File: src/rtl/pipeline_pkg.sv
// Shared pipeline types for the Execute -> Writeback interface.
// Holds the result bundle layout, the writeback FSM state and GPR constants.
package pipeline_pkg;

  localparam int BUNDLE_DATA_W = 64;
  localparam int BUNDLE_REG_AW = 4;
  localparam int BUNDLE_RIP_W  = 32;

  localparam int NUM_GPRS = 16;
  localparam logic [BUNDLE_REG_AW-1:0] REG_RAX = 4'd0;
  localparam logic [BUNDLE_REG_AW-1:0] REG_RDX = 4'd2;

  typedef struct packed {
    logic [BUNDLE_DATA_W-1:0] result;
    logic [BUNDLE_DATA_W-1:0] resultSpecial;
    logic [BUNDLE_REG_AW-1:0] destReg;
    logic                     destRegValid;
    logic [BUNDLE_REG_AW-1:0] destRegSpecial;
    logic                     destRegSpecialValid;
    logic                     halt;
    logic [BUNDLE_RIP_W-1:0]  rip;
  } ex_wb_bundle_t;

  typedef enum logic [1:0] {
    IDLE   = 2'd0,
    WR_PRI = 2'd1,
    WR_SPC = 2'd2,
    HALT   = 2'd3
  } wb_state_t;

  // Scoreboard bits released when this bundle retires.
  function automatic logic [NUM_GPRS-1:0] clrMask(input ex_wb_bundle_t b);
    logic [NUM_GPRS-1:0] m;
    m = '0;
    if (b.destRegValid)        m[b.destReg]        = 1'b1;
    if (b.destRegSpecialValid) m[b.destRegSpecial] = 1'b1;
    return m;
  endfunction

endpackage

File: src/rtl/wb_retire_counter.sv
// Retire pulse, retiring RIP and the free-running retired-instruction count.
// The count reflects retirements up to, but not including, the current pulse.
module wb_retire_counter #(
  parameter int RIP_W = 32,
  parameter int CNT_W = 64
) (
  input  logic             clk,
  input  logic             reset,
  input  logic             retireIn,
  input  logic [RIP_W-1:0] retireRipIn,
  output logic             retire_valid,
  output logic [RIP_W-1:0] retire_rip,
  output logic [CNT_W-1:0] retire_count
);

  always_ff @(posedge clk) begin
    if (reset) begin
      retire_valid <= 1'b0;
      retire_rip   <= '0;
      retire_count <= '0;
    end else begin
      retire_valid <= retireIn;
      retire_rip   <= retireIn ? retireRipIn : '0;
      retire_count <= retire_count + CNT_W'(retire_valid);
    end
  end

endmodule

File: src/rtl/writeback_unit.sv
// Final pipeline stage: commits Execute results through a single register-file
// write port, serializing dual-destination results over two cycles.
module writeback_unit
  import pipeline_pkg::*;
#(
  parameter int DATA_W = 64,
  parameter int REG_AW = 4,
  parameter int RIP_W  = 32,
  parameter int CNT_W  = 64
) (
  input  logic                 clk,
  input  logic                 reset,
  input  logic                 ex_valid_in,
  output logic                 ex_ready_out,
  input  logic [DATA_W-1:0]    aluResultIn,
  input  logic [DATA_W-1:0]    aluResultSpecialIn,
  input  logic [REG_AW-1:0]    destRegIn,
  input  logic                 destRegValidIn,
  input  logic [REG_AW-1:0]    destRegSpecialIn,
  input  logic                 destRegSpecialValidIn,
  input  logic                 haltIn,
  input  logic [RIP_W-1:0]     currentRipIn,
  output logic                 rf_wr_en,
  output logic [REG_AW-1:0]    rf_wr_addr,
  output logic [DATA_W-1:0]    rf_wr_data,
  output logic [2**REG_AW-1:0] sb_clr_mask,
  output logic                 retire_valid,
  output logic [RIP_W-1:0]     retire_rip,
  output logic [CNT_W-1:0]     retire_count,
  output logic                 halted,
  output logic [1:0]           dbgState
);

  wb_state_t     state, nextState;
  ex_wb_bundle_t hold, inBundle;
  logic          accept, loadNew, enterSpc, retireNext;
  logic [RIP_W-1:0] retireRipNext;

  always_comb begin
    inBundle.result              = aluResultIn;
    inBundle.resultSpecial       = aluResultSpecialIn;
    inBundle.destReg             = destRegIn;
    inBundle.destRegValid        = destRegValidIn;
    inBundle.destRegSpecial      = destRegSpecialIn;
    inBundle.destRegSpecialValid = destRegSpecialValidIn;
    inBundle.halt                = haltIn;
    inBundle.rip                 = currentRipIn;
  end

  // Handshake: a bundle transfers on any edge where ex_valid_in && ex_ready_out;
  // Execute holds the bundle stable while ready is low. Ready is the only
  // combinational output and depends only on state and the holding register.
  assign ex_ready_out = (state == IDLE)
                     || (state == WR_PRI && !hold.destRegSpecialValid && !hold.halt)
                     || (state == WR_SPC && !hold.halt);
  assign accept   = ex_valid_in && ex_ready_out;
  assign dbgState = state;

  always_comb begin
    nextState = state;
    loadNew   = 1'b0;
    enterSpc  = 1'b0;
    case (state)
      IDLE: begin
        if (accept) begin
          nextState = WR_PRI;
          loadNew   = 1'b1;
        end
      end
      WR_PRI, WR_SPC: begin
        if (state == WR_PRI && hold.destRegSpecialValid) begin
          nextState = WR_SPC;
          enterSpc  = 1'b1;
        end else if (hold.halt) begin
          nextState = HALT;
        end else if (accept) begin
          nextState = WR_PRI;
          loadNew   = 1'b1;
        end else begin
          nextState = IDLE;
        end
      end
      HALT:    nextState = HALT;
      default: nextState = IDLE;
    endcase
    // Outputs are registered, so retirement is decided on entry to the retire cycle.
    retireNext    = (loadNew && !inBundle.destRegSpecialValid) || enterSpc;
    retireRipNext = loadNew ? inBundle.rip : hold.rip;
  end

  always_ff @(posedge clk) begin
    if (reset) begin
      state       <= IDLE;
      hold        <= '0;
      rf_wr_en    <= 1'b0;
      rf_wr_addr  <= '0;
      rf_wr_data  <= '0;
      sb_clr_mask <= '0;
      halted      <= 1'b0;
    end else begin
      state       <= nextState;
      rf_wr_en    <= 1'b0;
      rf_wr_addr  <= '0;
      rf_wr_data  <= '0;
      sb_clr_mask <= '0;
      if (loadNew) begin
        hold       <= inBundle;
        rf_wr_en   <= inBundle.destRegValid;
        rf_wr_addr <= inBundle.destRegValid ? inBundle.destReg : '0;
        rf_wr_data <= inBundle.destRegValid ? inBundle.result : '0;
        if (!inBundle.destRegSpecialValid) sb_clr_mask <= clrMask(inBundle);
      end else if (enterSpc) begin
        rf_wr_en    <= 1'b1;
        rf_wr_addr  <= hold.destRegSpecial;
        rf_wr_data  <= hold.resultSpecial;
        sb_clr_mask <= clrMask(hold);
      end
      if (nextState == HALT) halted <= 1'b1;
    end
  end

  wb_retire_counter #(
    .RIP_W(RIP_W),
    .CNT_W(CNT_W)
  ) u_retire (
    .clk         (clk),
    .reset       (reset),
    .retireIn    (retireNext),
    .retireRipIn (retireRipNext),
    .retire_valid(retire_valid),
    .retire_rip  (retire_rip),
    .retire_count(retire_count)
  );

endmodule

File: config.mk
export PLATFORM = sky130hd
export DESIGN_NAME = writeback_unit
export DESIGN_NICKNAME = d
export VERILOG_FILES = /design/src/rtl/pipeline_pkg.sv /design/src/rtl/wb_retire_counter.sv /design/src/rtl/writeback_unit.sv
export SDC_FILE = /design/constraint.sdc
export NUM_CORES = 1
export LEC_CHECK = 0
export ABC_AREA = 1
export CORE_MARGIN = 2
export CORE_UTILIZATION = 43
export CTS_BUF_LIST = sky130_fd_sc_hd__clkbuf_8
export CTS_CLUSTER_SIZE = 40
export DETAILED_ROUTE_END_ITERATION = 7
export GPL_TIMING_DRIVEN = 1
export PLACE_DENSITY = 0.74
export SLEW_MARGIN = 10
export SYNTH_ARGS = -nofsm -noshare
export SYNTH_HDL_FRONTEND = slang
export SYNTH_SLANG_ARGS = --single-unit
File: constraint.sdc
create_clock -name clk -period 4.2 [get_ports clk]
set_input_delay 0.42 -clock clk [delete_from_list [all_inputs] [get_ports clk]]
set_output_delay 0.42 -clock clk [all_outputs]
set_load 0.02 [all_outputs]
Yosys cells after proc, flatten, opt, wreduce, memory -nomap -nowiden. Index checks and enable logic that the tools add are counted.

Bits of input ports: 174. Bits in registers: 292. Output and inout bits: 186. Word-level logic and storage cells: 82.

Bitwise operators: 2. Order comparisons: 6. Add/subtract/negate cells: 1. Eq/ne operators: 4. Reduce and logical (&&, ||, !) cells: 18. Muxes and demuxes: 35.

Operators with widths (count): two-way mux 64 bit (3); two-way mux 16 bit (9); adder 64 x 1 -> 64 bit (1); two-way mux 32 bit (1); OR 16 bit (1); < comparator 4 x 5 -> 1 bit (second input constant) (3); demux 1 bit (select 4 bit) (3); >= comparator 4 x 1 -> 1 bit (second input constant) (3); two-way mux 4 bit (3); two-way mux 1 bit (11); logical AND 1 bit (9); equality test 2 bit (second input constant) (3); two-way mux 2 bit (3); one-hot mux 2 bit (3 select lines) (1); OR reduction 2 bit (2); logical NOT 1 bit (3); logical OR 1 bit (3); equality test 2 x 1 -> 1 bit (second input constant) (1); logical NOT 2 bit (1); one-hot mux 1 bit (2 select lines) (1); NOT 1 bit (1).

Logic depth before layout (Yosys ltp). Gate-level depths: netlist (run 1).

Word-level depth: 16. Mapped depth: 12. Depth with buffers taken out: 10.

By module. A second synthesis (run 1) with hierarchy kept.

Cell total of the unflattened synthesis: 2027. Area total of the unflattened synthesis: 13337.8 µm².

Modules (own cells, without submodules): writeback_unit (sequential area each 3903.7 µm², instances 1, area an instance 8612.0 µm², cells an instance 1287); wb_retire_counter (sequential area each 1941.9 µm², instances 1, area an instance 4725.8 µm², cells an instance 740).

Worst setup path before layout (run 1). Ideal clock, no wire load.

Path kind: reg2reg. Start: register state[0], in the netlist dbgState[0]. End: register u_retire.retire_rip[0]. Setup slack: 2234 ps. Data arrival time: 1848 ps. Path buffers: 2. Clock period less this slack: 1966 ps. Required time: 4082 ps. Stages on the path, launching flop included: 13. Library setup time: 118 ps. Cell sequence: dfxtp_1 inv_1 ha_1 inv_1 nand3_2 nand2_1 inv_2 nand2_4 buf_6 buf_2 nand2_1 o21ai_1 nor2_1.

Word-level cells in the longest chain between the ends: 14. Elaborated cells between the ends (all ways): 22. Classes of those cells: 2 x eq/ne; 7 x mux; 1 x bitwise; 12 x reduce/logical.

RTL lines: start: declaration (line writeback_unit.sv:34) `wb_state_t state, nextState;`; start signal: assignment (line writeback_unit.sv:101) `state <= nextState;`; equality test 2 x 1 -> 1 bit (line writeback_unit.sv:54) `|| (state == WR_PRI && !hold.destRegSpecialValid && !hold.halt)`; logical AND 1 bit (2 in a row) (line writeback_unit.sv:54); logical OR 1 bit (line writeback_unit.sv:54); logical OR 1 bit * (line writeback_unit.sv:55) `|| (state == WR_SPC && !hold.halt);`; named net ex_ready_out (line writeback_unit.sv:14) `output logic ex_ready_out,`; logical AND 1 bit * (line writeback_unit.sv:56) `assign accept = ex_valid_in && ex_ready_out;`; two-way mux 1 bit * (line writeback_unit.sv:65, writeback_unit.sv:76); two-way mux 1 bit (line writeback_unit.sv:74) `end else if (hold.halt) begin`; two-way mux 1 bit (line writeback_unit.sv:71) `if (state == WR_PRI && hold.destRegSpecialValid) begin`; one-hot mux 1 bit (2 select lines) * (line writeback_unit.sv:63) `case (state)`; logical AND 1 bit (line writeback_unit.sv:87) `retireNext = (loadNew && !inBundle.destRegSpecialValid) || enterSpc;`; logical OR 1 bit (line writeback_unit.sv:87); NOT 1 bit (no source line); OR reduction 2 bit (no source line); end signal: assignment (line wb_retire_counter.sv:23) `retire_rip <= retireIn ? retireRipIn : '0;`; end: declaration (line wb_retire_counter.sv:12) `output logic [RIP_W-1:0] retire_rip,`.

The timed path passes the listed nets; every way through them passes the cells marked *. A chain may end at the register's enable or synchronous reset.

Worst setup path in the final report (run 1).
Start: register state[0], in the netlist dbgState[0]. End: register rf_wr_en.

Word-level cells in the longest chain between the ends: 11. Elaborated cells between the ends (all ways): 19. Classes of those cells: 2 x eq/ne; 8 x mux; 9 x reduce/logical.

RTL lines: equality test 2 x 1 -> 1 bit (line writeback_unit.sv:54, writeback_unit.sv:63, writeback_unit.sv:71); logical AND 1 bit (2 in a row) (line writeback_unit.sv:54); logical OR 1 bit (line writeback_unit.sv:54); logical OR 1 bit (line writeback_unit.sv:55); logical AND 1 bit (line writeback_unit.sv:56); two-way mux 1 bit (line writeback_unit.sv:65, writeback_unit.sv:76); two-way mux 1 bit (line writeback_unit.sv:74); two-way mux 1 bit (line writeback_unit.sv:71); one-hot mux 1 bit (2 select lines) (line writeback_unit.sv:63); two-way mux 1 bit * (line writeback_unit.sv:106) `if (loadNew) begin`; end signal: assignment (line writeback_unit.sv:108) `rf_wr_en <= inBundle.destRegValid;`; end: declaration (line writeback_unit.sv:23) `output logic rf_wr_en,`.

Every way passes the cells marked *; elsewhere a longest branch is shown, timed or not.

==> run_results.csv, run 1 <==
group,metric,value,unit
yosys,netlist_area,12300,sq um
clock_network,cts_hold_buf,0,
worst_setup_path,r2r_cells,9,
worst_setup_path,crit_start,"dbgState[0]",
die,die_area,29900,sq um
status,status,"complete, no violations",
worst_setup_path,crit_top_cell,"nand2_1",
worst_setup_path,crit_fanout,56,
pwr,power.total,8.55,mW
route,post-route-drc-count,0,
yosys,synthXorXnorAreaFrac,0.00572,
sta,skew,0.0178,ns
worst_setup_path,crit_path_cell_trace,"inv_1, ha_1, nand2_1, a21oi_4, nand2_8, inv_2, buf_4, nand2_1, a21oi_1",
global_routing,grt_pass1_wl,63600,um
die,start_util,0.439,
pwr,powerDensity,506,nW/um^2
yosys,yosys.area_share.simple,0.311,
job,maxCapViolCount,0,
sta,rsz0062_at_grt,"no",
die,pin_count,360,
sta,fin_crit_sh,0.642,
place,hpwl,29000,um
sta,fmax,0.371,GHz
worst_setup_path,slowest_stage,"buf_4",
yosys,synth-adder-area-share,0.00715,
cells_and_area,drive_gt1_frac,0.0437,
global_routing,antenna_found_initial,3,
worst_setup_path,start_kind,"register",
route,first_pass_iters,7,
die,die_w,173,um
yosys,syn_inst,1725,
die,die_h,173,um
route,finalWirelength,40700,um
sta,slew_headroom,0.354,
yosys,ys_types,36,
clock_network,cts_buffer_depth,3,
die,core,27900,sq um
hold_path,hold_depth,2,
clock_network,clock-root-buffer,"clkbuf_8",
clock_network,clk_pin_slew,0.06,ns
sta,worst_pin_slew,0.969,ns
route,antenna_left,0,
clock_network,insertion_delay,0.57,ns
yosys,synth_compound_area_frac,0.120,
die,num_rows,61,
place,pre_cts_ws,1.54,ns
place,gp_congestion,0.958,
sta,hold_viol,0,
yosys,yosys_register_bits,292,
cells_and_area,areaGrowthSynthToFinish,37.8,%
pwr,ir_drop,569,uV
global_routing,grt_usage,0.262,
sta,setup_viol,0,
yosys,synth_area_per_cell,7.11,sq um
worst_setup_path,worstPathArrival,3.17,ns
yosys,ys_seq_area_frac,0.477,
clock_network,htree_levels,2,
global_routing,grt-ovfl-total,0,
route,drt-initial-drc-count,928,
yosys,synthMuxAreaShare,0,
hold_path,hold_start,"reset",
clock_network,cts_tree,"done",
hold_path,hp-class,"in2reg",
global_routing,grt_pass1_vias,12200,
route,vias,12700,
worst_setup_path,critPathRequiredTime,4.67,ns
yosys,ys_warn_count,0,
cells_and_area,final_net_count,2227,
worst_setup_path,worstSetupPathType,"reg2reg",
yosys,synth_nets,1906,
worst_setup_path,r2r_start,"dbgState[0]",
pwr,leakagePower,6.01,nW
clock_network,cts_resized,0,
sta,drv_slew,0,
clock_network,cts_sinks,292,
clock_network,postCtsSetupBuffers,0,
place,portBuffers,359,
sta,period_needed,2.70,ns
sta,worst_slack,1.50,ns
route,viasPerCell,5.15,
cells_and_area,fin_area,16900,sq um
global_routing,grt_max_degree,212,
sta,setup_tns,0,ns
yosys,synth_top_family_by_area,"simple AND/OR/NAND/NOR gates",
worst_setup_path,max_stage_delay,0.60,ns
clock_network,numCtsBuffers,48,
route,detail_route.wl_per_cell,16.5,um
sta,holdWs,0.288,ns
worst_setup_path,crit_path_end_kind,"register",
place,placed_area,16000,sq um
-- power breakdown --
part	switching (mW)	leakage, nW	total [mW]	internal (mW)
Clock	1.13	0.565	2.39	1.26
Sequential	0.220	2.37	3.47	3.25
Combinational	1.79	3.07	2.68	0.899
Total	3.14	6.01	8.55	5.41
-- synth_stat cells (all sizes together) --
master | instances | area [sq um]
nand2 | 453 | 1710
dfxtp | 292 | 5850
nor2 | 221 | 842
a21oi | 210 | 1060
inv | 135 | 507
nand3 | 107 | 541
nand4 | 82 | 513
o21ai | 67 | 335
clkbuf | 53 | 200
buf | 44 | 261
nor3 | 16 | 80.1
or2 | 11 | 68.8
ha | 7 | 87.6
nor4 | 6 | 37.5
o31ai | 4 | 30.0
xnor2 | 4 | 35.0
xor2 | 4 | 35.0
nand3b | 2 | 15.0
o211ai | 2 | 15.0
o21a | 2 | 15.0
a211oi | 1 | 7.51
a21boi | 1 | 7.51
and2 | 1 | 6.26
-- metal layers --
layer / wire length (um) / global-route usage
met1: 16000 / 0.307
met2: 19600 / 0.448
met3: 3220 / 0.0697
met4: 1820 / 0.121
met5: 27 / 0
-- placed cells by master, fill, tap and decap left out, types with 6 or more instances in the layout --
master	instances
a21oi_1	209
buf_4	7
clkbuf_8	55
clkdlybuf4s50_1	357
dfxtp_1	292
ha_1	7
inv_1	156
nand2_1	451
nand3_1	106
nand4_1	82
nor2_1	217
nor3_1	16
nor4_1	6
o21ai_0	36
o21ai_1	31
or2_2	7
-- cell families (layout without fill, tap and decap cells) --
kind of cell | Yosys count | after routing
simple gates | 899 | 899
flops | 292 | 292
compound gates | 287 | 287
buf+inv | 232 | 589
xor+xnor | 8 | 8
fa+ha+maj | 7 | 7
other cells | 0 | 1
-- registers in the layout, summed over array words and instances (netlist names) --
| register | cells |
|---|---|
| sb_clr_mask | 16 |
| u_retire.retire_valid | 1 |
| dbgState | 2 |
| halted | 1 |
| rf_wr_data | 64 |
| hold | 107 |
| u_retire.retire_count | 64 |
| rf_wr_en | 1 |
| rf_wr_addr | 4 |
| u_retire.retire_rip | 32 |
-- stage by stage --
step / instances / utilization
after floorplan: 1725 / -
after global placement: 2374 / 0.572
after detailed placement: 2374 / 0.572
after CTS: 2460 / 0.605
after global routing: 2461 / 0.605
final: 2461 / 0.605
-- cell type report --
cell class,instances,area (sq um)
diodes,1,2.50
inverters,135,507
clock inverters,31,163
flip-flops and latches,292,5850
well taps,378,473
clock buffers,55,757
multi-input cells,1201,5460
fillers,2591,11000
repair buffers,368,3680
-- critical path, delay by kind of cell, from the launching register on --
| family | cells | cell delay (ns) |
|---|---|---|
| buffers and inverters | 3 | 1.14 |
| AOI/OAI and AO/OA | 2 | 0.40 |
| and+or+nand+nor | 3 | 0.33 |
| adders and majority gates | 1 | 0.32 |
| DFF | 1 | 0.39 |
-- worst paths after layout --
| kind | to | slack [ns] |
|---|---|---|
| worst min-delay path | hold[29] | 0.29 |
| worst min register to register | hold[96] | 0.46 |
| worst max-delay path | rf_wr_en | 1.50 |
| worst max register to register | rf_wr_en | 1.50 |
Note: power is estimated with default switching activity, not from simulation.
==> run 2, diff against run 1 <==
clock period = 2.5 ns   (was 4.2 ns; I/O delays follow)
==> run 2 against run 1 <==
Die area stayed put; worst setup slack worse by 1.4 ns; sequential share of layout area is 0.53 points lower; count of clock-buffer cells in the layout is 9 higher; critical path type is now reg2out; register-to-register slack worse by 1.2 ns; via count is 0.29% higher; wire length is 0.97% higher; global-route usage is 0.050 points lower; combinational power is 77% higher; largest power group unchanged; sequential power is 68% higher; first-iteration DRC count is 5.6% lower; worst hold slack worse by 0.24 ns; highest routed layer is now met4.
==> run_results.csv, run 2 (synthesis results as in run 1) <==
group,metric,value,unit
cells_and_area,fin_util,0.614,
hold_path,hold_start,"reset",
clock_network,cts_hold_buf,0,
sta,holdWs,0.0480,ns
cells_and_area,regArea,5850,sq um
cells_and_area,fin_area,17200,sq um
pwr,leakagePower,6.09,nW
route,route.met3.wl,3420,um
worst_setup_path,max_stage_delay,0.69,ns
route,antenna_left,0,
global_routing,grt_pass1_vias,12200,
global_routing,grt_pass1_wl,63500,um
route,drt-initial-drc-count,876,
status,status,"complete, no violations",
route,finalWirelength,41100,um
place,portBuffers,359,
worst_setup_path,start_kind,"register",
pwr,p_clk_frac,0.291,
global_routing,grt_usage,0.262,
route,wl_met2,19400,um
worst_setup_path,r2r_start,"dbgState[0]",
cells_and_area,final_net_count,2239,
cells_and_area,top_regs,"hold x107, rf_wr_data x64, u_retire.retire_count x64",
place,placed_area,16100,sq um
die,die_w,173,um
route,detail_route.wl_per_cell,16.6,um
job,maxCapViolCount,0,
pwr,seqPwrFrac,0.391,
pwr,powerDensity,869,nW/um^2
cells_and_area,fill_cells,2564,
cells_and_area,largest_register_ffs,107,
cells_and_area,final_cell_mix,"nand2_1, clkdlybuf4s50_1, dfxtp_1, nor2_1, a21oi_1",
sta,skew,0.0387,ns
hold_path,hp-class,"in2reg",
cells_and_area,drive_gt1_frac,0.0545,
die,core,27900,sq um
place,pre_cts_ws,0.376,ns
sta,hold_viol,0,
cells_and_area,regMostFlops,"hold",
route,viasPerCell,5.14,
route,first_pass_iters,7,
clock_network,cts_resized,0,
hold_path,hold_depth,2,
global_routing,grt_max_degree,119,
worst_setup_path,worstPathArrival,2.13,ns
route,post-route-drc-count,0,
sta,worst_slack,0.119,ns
cells_and_area,areaGrowthSynthToFinish,39.9,%
worst_setup_path,r2r_cells,9,
sta,period_needed,2.38,ns
die,start_util,0.439,
die,die_area,29900,sq um
clock_network,insertion_delay,0.58,ns
route,wl_met1,16600,um
cells_and_area,multi_input_area,5460,sq um
worst_setup_path,critPathRequiredTime,2.25,ns
clock_network,cts_tree,"done",
place,gp_congestion,0.910,
sta,worst_pin_slew,0.543,ns
sta,rsz0062_at_grt,"no",
clock_network,cts_buffer_depth,3,
clock_network,clock-root-buffer,"clkbuf_8",
clock_network,numCtsBuffers,49,
clock_network,clk_pin_slew,0.06,ns
worst_setup_path,rrSetupSlack,0.34,ns
pwr,p_int,9.54,mW
worst_setup_path,worstSetupPathType,"reg2out",
worst_setup_path,crit_fanout,4,
clock_network,cts_sinks,292,
clock_network,postCtsSetupBuffers,0,
worst_setup_path,crit_path_cell_trace,"inv_1, ha_1, nand3_1, nand3_2, clkdlybuf4s50_1",
pwr,p_sw,5.36,mW
place,hpwl,29600,um
die,die_h,173,um
pwr,ir_drop,735,uV
sta,drv_slew,0,
route,vias,12700,
pwr,pwr-share-comb,0.319,
sta,setup_tns,0,ns
sta,fmax,0.420,GHz
route,highest_layer,"met4",
pwr,swShare,0.360,
sta,slew_headroom,0.638,
worst_setup_path,slowest_stage,"clkdlybuf4s50_1",
global_routing,grt-ovfl-total,0,
sta,setup_viol,0,
cells_and_area,final_common_cell,"nand2_1",
worst_setup_path,crit_start,"dbgState[1]",
worst_setup_path,crit_path_end_kind,"output pin",
sta,fin_crit_sh,0.952,
die,pin_count,360,
die,num_rows,61,
clock_network,htree_levels,2,
global_routing,antenna_found_initial,1,
-- run 2: changes by cell type in the layout (fill, tap and decap cells not counted), sizes merged --
| cell | before | now |
|---|---|---|
| clkinvlp | 0 | 1 |
| buf | 11 | 22 |
| clkbuf | 55 | 64 |
| inv | 161 | 146 |
| clkinv | 4 | 8 |
-- run 2: per-stage QoR --
stage / power [mW] / instances
after detailed placement: 10.6 / 2385
after floorplan: 9.10 / 1725
after CTS: 15.0 / 2470
after global placement: 10.5 / 2385
after global routing: 15.8 / 2471
final: 14.9 / 2471
-- run 2: final timing paths --
path,end
setup / recovery,ex_ready_out
hold / removal,dbgState[1]
setup reg to reg,sb_clr_mask[9]
hold reg to reg,halted
-- run 2: critical path, delay by kind of cell (launching register included) --
kind          cells  cell delay [ns]
flops             1             0.33
fa+ha+maj         1             0.21
buf+inv           2             0.82
simple gates      2             0.20
-- run 2: cell type report --
| type | count | share of cell area |
|---|---|---|
| timing repair buffer | 379 | 0.224 |
| tap | 378 | 0.0276 |
| sequential | 292 | 0.341 |
| clock inverter | 21 | 0.00824 |
| multi-input combinational | 1201 | 0.318 |
| inverter | 135 | 0.0295 |
| clock buffer | 64 | 0.0514 |
| antenna | 1 | 0.000146 |
-- run 2: power groups by stage --
stage | combinational, mW | clock, mW | sequential, mW
floorplan | 3.02 | 0 | 6.08
global route | 5.23 | 4.62 | 5.91
CTS | 4.75 | 4.43 | 5.82
finish | 4.75 | 4.33 | 5.82
global placement | 4.62 | 0 | 5.88
detailed placement | 4.72 | 0 | 5.91
-- run 2: per-layer routing --
metal,track usage,vias up
li1,-,6285
met4,0.106,0
met2,0.447,490
met5,0,-
met3,0.0752,98
met1,0.309,5837
==> run 3, diff against run 2 <==
SLEW_MARGIN = not set   (was 10)
==> results of run 3 <==
Same layout as run 2: the final DEF is identical, and so are final timing and power.
